--- config.mk ---
export PLATFORM = sky130hd
export DESIGN_NAME = intra_sad_accum
export DESIGN_NICKNAME = d
export VERILOG_FILES = /design/src/rtl/intra_pkg.sv /design/src/rtl/intra_sad4.sv /design/src/rtl/intra_sad_accum.sv
export SDC_FILE = /design/constraint.sdc
export NUM_CORES = 1
export LEC_CHECK = 0
export ABC_AREA = 1
export CAP_MARGIN = 20
export CORE_MARGIN = 4
export CORE_UTILIZATION = 40
export CTS_CLUSTER_SIZE = 28
export DETAILED_ROUTE_END_ITERATION = 10
export PLACE_DENSITY_LB_ADDON = 0.2
export SYNTH_ARGS = -nofsm -noshare
export SYNTH_HDL_FRONTEND = slang
export SYNTH_SLANG_ARGS = --single-unit
--- constraint.sdc ---
create_clock -name clk -period 2.2 [get_ports clk]
set_input_delay 0.44 -clock clk [delete_from_list [all_inputs] [get_ports clk]]
set_output_delay 0.44 -clock clk [all_outputs]
set_load 0.02 [all_outputs]
--- src/rtl/intra_pkg.sv ---
// Shared definitions for the intra mode-decision cost path: geometry
// constants, FSM state encoding and pixel/sum types used by both the
// SAD accumulator and the downstream decision stage.
package intra_pkg;

    // Pixel geometry and accumulator sizing.
    localparam int PIX_W    = 8;
    localparam int LANES    = 4;
    localparam int SUM_W    = 12;
    localparam int MB_BEATS = 64;

    // Width of one beat's SAD: LANES differences of PIX_W bits each.
    localparam int DIFF_W   = PIX_W + $clog2(LANES);

    // Beat counter covers 0..MB_BEATS-1.
    localparam int CNT_W    = (MB_BEATS > 1) ? $clog2(MB_BEATS) : 1;

    // Macroblock accumulation phases.
    typedef enum logic [1:0] {
        IDLE  = 2'd0,
        ACCUM = 2'd1,
        EMIT  = 2'd2
    } intra_sad_state_t;

    typedef logic [PIX_W-1:0]       pix_t;
    typedef logic [LANES*PIX_W-1:0] beat_t;
    typedef logic [DIFF_W-1:0]      diff_t;
    typedef logic [SUM_W-1:0]       sum_t;
    typedef logic [CNT_W-1:0]       cnt_t;

    // Unsigned absolute difference of two pixels.
    function automatic pix_t abs_diff(input pix_t a, input pix_t b);
        return (a > b) ? (a - b) : (b - a);
    endfunction

    // Accumulate one beat's SAD, clamping at the all-ones sum instead of wrapping.
    function automatic sum_t sat_add(input sum_t acc, input diff_t d);
        logic [SUM_W:0] wide;
        wide = {1'b0, acc} + (SUM_W + 1)'(d);
        return wide[SUM_W] ? {SUM_W{1'b1}} : wide[SUM_W-1:0];
    endfunction

endpackage : intra_pkg

--- src/rtl/intra_sad4.sv ---
// Combinational LANES-wide absolute-difference adder: the SAD of one beat of
// original pixels against one candidate prediction. Lane 0 sits in the LSBs.
module intra_sad4
    import intra_pkg::*;
(
    input  logic [LANES*PIX_W-1:0] i_orig,
    input  logic [LANES*PIX_W-1:0] i_pred,
    output logic [DIFF_W-1:0]      o_sad
);

    diff_t w_sad;

    // Sum the per-lane absolute differences; written as a chain, synthesis
    // rebalances it into a tree.
    always_comb begin
        // NOTE: every variable written here gets a value before any branch or
        // loop, so no path can leave it unassigned and infer a latch.
        w_sad = '0;
        for (int i = 0; i < LANES; i++) begin
            w_sad = w_sad + DIFF_W'(abs_diff(i_orig[i*PIX_W +: PIX_W],
                                             i_pred[i*PIX_W +: PIX_W]));
        end
    end

    assign o_sad = w_sad;

endmodule : intra_sad4

--- src/rtl/intra_sad_accum.sv ---
// Intra cost stage: streams one 16x16 macroblock (MB_BEATS beats of LANES
// pixels) together with the 4x4 and 16x16 candidate predictions and
// accumulates a saturating SAD for each. A one-cycle EMIT bubble after the
// final beat publishes both sums with a single sum_valid pulse; the sums then
// hold until the next macroblock is emitted.
module intra_sad_accum
    import intra_pkg::*;
(
    input  logic                   clk,
    input  logic                   rst_n,
    input  logic                   in_valid,
    output logic                   in_ready,
    input  logic                   in_last,
    input  logic [LANES*PIX_W-1:0] orig_px,
    input  logic [LANES*PIX_W-1:0] pred4_px,
    input  logic [LANES*PIX_W-1:0] pred16_px,
    output logic [SUM_W-1:0]       sum_4x4,
    output logic [SUM_W-1:0]       sum_16x16,
    output logic                   sum_valid,
    output logic                   len_err
);

    // ------------------------------------------------------------------
    // Declarations
    // ------------------------------------------------------------------
    intra_sad_state_t r_state;
    intra_sad_state_t w_next_state;

    cnt_t  r_beat_cnt;
    sum_t  r_acc4;
    sum_t  r_acc16;
    sum_t  r_sum4;
    sum_t  r_sum16;
    logic  r_sum_valid;
    logic  r_len_err;
    logic  r_in_ready;

    diff_t w_d4;
    diff_t w_d16;
    logic  w_accept;
    logic  w_cnt_last;
    logic  w_first;

    // ------------------------------------------------------------------
    // Per-beat SADs for both candidate modes
    // ------------------------------------------------------------------
    intra_sad4 u_sad_4x4 (
        .i_orig (orig_px),
        .i_pred (pred4_px),
        .o_sad  (w_d4)
    );

    intra_sad4 u_sad_16x16 (
        .i_orig (orig_px),
        .i_pred (pred16_px),
        .o_sad  (w_d16)
    );

    // A beat moves only on a valid/ready handshake; everything else on the
    // input bus is ignored, including whatever it carries while in_valid=0.
    assign w_accept   = in_valid & r_in_ready;

    // Macroblock end is decided purely by the count, never by in_last.
    assign w_cnt_last = (r_beat_cnt == CNT_W'(MB_BEATS - 1));

    // ------------------------------------------------------------------
    // FSM
    // ------------------------------------------------------------------

    // State register.
    always_ff @(posedge clk or negedge rst_n) begin
        if (!rst_n) begin
            r_state <= IDLE;
        end else begin
            // NOTE: state elements are assigned with <= so every flop samples
            // the pre-edge values, independent of block ordering.
            r_state <= w_next_state;
        end
    end

    // Next-state decode; w_first marks the beat that opens a macroblock.
    always_comb begin
        w_next_state = r_state;
        w_first      = 1'b0;
        case (r_state)
            IDLE: begin
                if (w_accept) begin
                    w_first      = 1'b1;
                    w_next_state = w_cnt_last ? EMIT : ACCUM;
                end
            end
            ACCUM: begin
                if (w_accept && w_cnt_last) begin
                    w_next_state = EMIT;
                end
            end
            EMIT: begin
                w_next_state = IDLE;
            end
            default: begin
                w_next_state = IDLE;
            end
        endcase
    end

    // in_ready is registered from the next state: low through reset and the
    // first edge after it, low for the EMIT cycle, high otherwise.
    always_ff @(posedge clk or negedge rst_n) begin
        if (!rst_n) begin
            r_in_ready <= 1'b0;
        end else begin
            r_in_ready <= (w_next_state != EMIT);
        end
    end

    // ------------------------------------------------------------------
    // Datapath
    // ------------------------------------------------------------------

    // Beat counter: advances per accepted beat, cleared in EMIT.
    always_ff @(posedge clk or negedge rst_n) begin
        if (!rst_n) begin
            r_beat_cnt <= '0;
        end else if (r_state == EMIT) begin
            r_beat_cnt <= '0;
        end else if (w_accept) begin
            r_beat_cnt <= w_cnt_last ? '0 : r_beat_cnt + 1'b1;
        end
    end

    // Saturating accumulators; the opening beat loads rather than adds so no
    // residue of the previous macroblock survives.
    always_ff @(posedge clk or negedge rst_n) begin
        if (!rst_n) begin
            r_acc4  <= '0;
            r_acc16 <= '0;
        end else if (w_accept) begin
            r_acc4  <= w_first ? SUM_W'(w_d4)  : sat_add(r_acc4,  w_d4);
            r_acc16 <= w_first ? SUM_W'(w_d16) : sat_add(r_acc16, w_d16);
        end
    end

    // Publish both sums in EMIT with a one-cycle valid pulse; hold otherwise.
    always_ff @(posedge clk or negedge rst_n) begin
        if (!rst_n) begin
            r_sum4      <= '0;
            r_sum16     <= '0;
            r_sum_valid <= 1'b0;
        end else begin
            r_sum_valid <= (r_state == EMIT);
            if (r_state == EMIT) begin
                r_sum4  <= r_acc4;
                r_sum16 <= r_acc16;
            end
        end
    end

    // Sticky framing error: producer's in_last disagrees with the beat count.
    always_ff @(posedge clk or negedge rst_n) begin
        if (!rst_n) begin
            r_len_err <= 1'b0;
        end else if (w_accept && (in_last != w_cnt_last)) begin
            r_len_err <= 1'b1;
        end
    end

    // ------------------------------------------------------------------
    // Outputs
    // ------------------------------------------------------------------
    assign in_ready  = r_in_ready;
    assign sum_4x4   = r_sum4;
    assign sum_16x16 = r_sum16;
    assign sum_valid = r_sum_valid;
    assign len_err   = r_len_err;

endmodule : intra_sad_accum

==> impl_metrics.ini <==
[timing]
max_freq_mhz = 203
setup-violations-final = 24
fin_tns_setup_ns = -64.72
drv_slew = 0
fin_crit_sh_pct = 224
rsz0062_at_grt = yes
clock_skew_ns = 0.0116
relSlewSlack_pct = 67.9
holdWs_ns = 0.106
setup_slack_ns = -2.73
hold_viol = 0
period_minus_slack_ns = 4.93
worst_pin_slew_ns = 0.481

[final_layout]
fin_nets = 2744
drive_gt1_share_pct = 37.6
syn2layout_area_growth_pct = 60.5
fin_util_pct = 65.0
antenna_cells = 0

[worst_setup_path]
path_class = in -> reg
r2r_start = r_acc16[0]
worst_path_largest_cell_delay_ns = 0.50
cpMaxStageDelayCell = fa_1
crit_start = pred4_px[4]
cp_data_arrival_time_ns = 5.15
critPathMaxFanout = 7
required_ns = 2.41
cp_top_family = simple AND/OR/NAND/NOR gates
cpMostUsedCell = nand2_2
worst-path-buf-inv = 7
cp-start-kind = input pin
endpoint_kind = flop

[detailed_routing]
ant_nets = 0
first_pass_iters = 6
wl_per_cell_um = 14.1
routed_wl_um = 39800
drt_iter0_drc = 808
drc = 0
avgViaCountPerCell = 4.84
via_count = 13672

[clock_tree]
clockBufferDepth = 2
path_clk_slew_ns = 0.05
clockRootBuffer = clkbuf_16
cts_buffers = 9
clkSinkCount = 59
cts_tree = built
worstSkewPairLatency_ns = 0.34
cts.htree.levels = 3

[logic_synthesis]
synth-edff-count = 0
synthFlopType = dfrtp_1
yosysWarningCount = 0
synth_nets = 2210
synth_seq_cells = 59
ys_seq_area_share_pct = 12.3
synthArstFlopShare_pct = 100
synth_cell_types = 41
synth.avg_cell_area_um2 = 6.33
synth_cells = 1897
synth_area_um2 = 12000

[floorplan]
core_area_um2 = 29600
fp.dieH_um = 181
io_pins = 127
row_count = 63
die_area_um2 = 32800
die_w_um = 181
start_util_pct = 40.5

[grt]
grt_max_degree = 60
grt_pass1_vias = 13492
grtUsageTotal_pct = 22.5
antenna_found_initial = 0
overflow = 0
grt_pass1_wl_um = 63200

[run_status]
violations = negative setup slack
status = complete, but fails checks

[min_path]
hold_class = in -> async

[flow_run]
cap_violations = 0

[placed_design]
pre_cts_slack_ns = -3.74
place.gp.congestion = 0.953
dp_hpwl_um = 31000
portBuffers = 126
==> layout make-up <==
type                       count  area (um^2)
clock buffer                  10          239
clock inverter                 5         30.0
fill                        2531        10400
inverter                     368         1420
multi-input combinational   1441        11100
sequential                    59         1480
tap                          390          488
timing repair buffer         552         4450
==> layer usage <==
layer | up-vias | track usage (%) | share of wire (%)
met5 | - | 0 | 0
met4 | 0 | 4.05 | 1.8
met2 | 319 | 38.8 | 48
met1 | 6310 | 31.4 | 47
met3 | 53 | 1.49 | 3.5
li1 | 6990 | - | -
==> path summary, 6_finish.rpt <==
kind	cells after the start	slack (ns)	endpoint
worst max-delay path	35	-2.73	r_acc4[1]
worst min-delay path	2	0.11	sum_16x16[8]
worst max register to register	11	0.13	r_acc16[6]
worst min register to register	1	0.47	len_err
max in group asynchronous	2	1.82	sum_4x4[9]
min in group clk	1	0.47	len_err
==> flip-flops by register name (all words and copies together), names as in the netlist <==
register    flops
len_err         1
r_state         2
sum_4x4        12
in_ready        1
sum_valid       1
r_beat_cnt      6
r_acc16        12
sum_16x16      12
r_acc4         12
==> metrics by stage <==
| step | instances | instance area [um^2] |
|---|---|---|
| after floorplan | 1897 | 12300 |
| after global placement | 2737 | 16600 |
| after detailed placement | 2737 | 16600 |
| after CTS | 2798 | 18300 |
| after global routing | 2825 | 19300 |
| final | 2825 | 19300 |
==> layout by cell type (no fill, tap or decap), types with 11 or more instances in the layout <==
cell type        synthesis  routed
ha_4                     0      65
nand2_1                618     514
inv_1                  351     293
a21oi_2                  4      20
inv_2                   14      64
o211ai_1                17      17
xnor2_1                 25      18
fa_1                    38      26
a21oi_4                  0      11
nor2_2                   5      16
nor2_4                   1      19
nand3_1                109      68
nand2_4                  9      41
clkbuf_2                 0      25
ha_1                   175     100
nand3_2                  4      39
a21oi_1                104      77
xor2_1                  73      66
buf_4                   15     399
buf_6                    3      22
clkdlybuf4s50_1          0      77
nand4_1                 30      30
fa_2                     0      12
o21ai_0                 28      23
dfrtp_1                 59      59
o21ai_1                 38      35
nand2_2                  8      78
nor2_1                  90      61
==> cells by family (layout without fill, tap and decap cells) <==
logic type	Yosys count	after routing	synth area share [%]
AOI/OAI and AO/OA	233	233	11.2
xor gates and xnor gates	98	98	7.15
adders and majority gates	213	213	24.6
buffers and inverters	398	935	13.3
DFF	59	59	12.3
and+or+nand+nor	896	897	31.5
==> timing repair <==
action	4_1_cts	5_1_grt
gates cloned	1	0
hold buffers	0	0
setup buffers	45	29
gates resized for setup	335	252
endpoints found under the setup margin	24	24
pin swaps	137	211
==> Yosys cell counts (4+ instances only) <==
| master | instances | area (um^2) |
|---|---|---|
| a21boi_0 | 4 | 30.0 |
| a21o_1 | 10 | 75.1 |
| a21oi_1 | 104 | 521 |
| a21oi_2 | 4 | 35.0 |
| buf_2 | 9 | 45.0 |
| buf_4 | 15 | 113 |
| dfrtp_1 | 59 | 1480 |
| fa_1 | 38 | 761 |
| ha_1 | 175 | 2190 |
| inv_1 | 351 | 1320 |
| inv_2 | 14 | 52.6 |
| nand2_1 | 618 | 2320 |
| nand2_2 | 8 | 50.1 |
| nand2_4 | 9 | 101 |
| nand3_1 | 109 | 546 |
| nand3_2 | 4 | 40.0 |
| nand3b_1 | 7 | 52.6 |
| nand4_1 | 30 | 188 |
| nor2_1 | 90 | 338 |
| nor2_2 | 5 | 31.3 |
| nor3_1 | 5 | 25.0 |
| o211ai_1 | 17 | 128 |
| o21a_1 | 8 | 60.1 |
| o21ai_0 | 28 | 140 |
| o21ai_1 | 38 | 190 |
| o21ai_2 | 6 | 52.6 |
| o22ai_1 | 4 | 25.0 |
| or2_1 | 7 | 43.8 |
| xnor2_1 | 25 | 219 |
| xor2_1 | 73 | 639 |
Power is not shown: default switching activity piles up to over one toggle a cycle in this logic, so the estimate is an artifact.
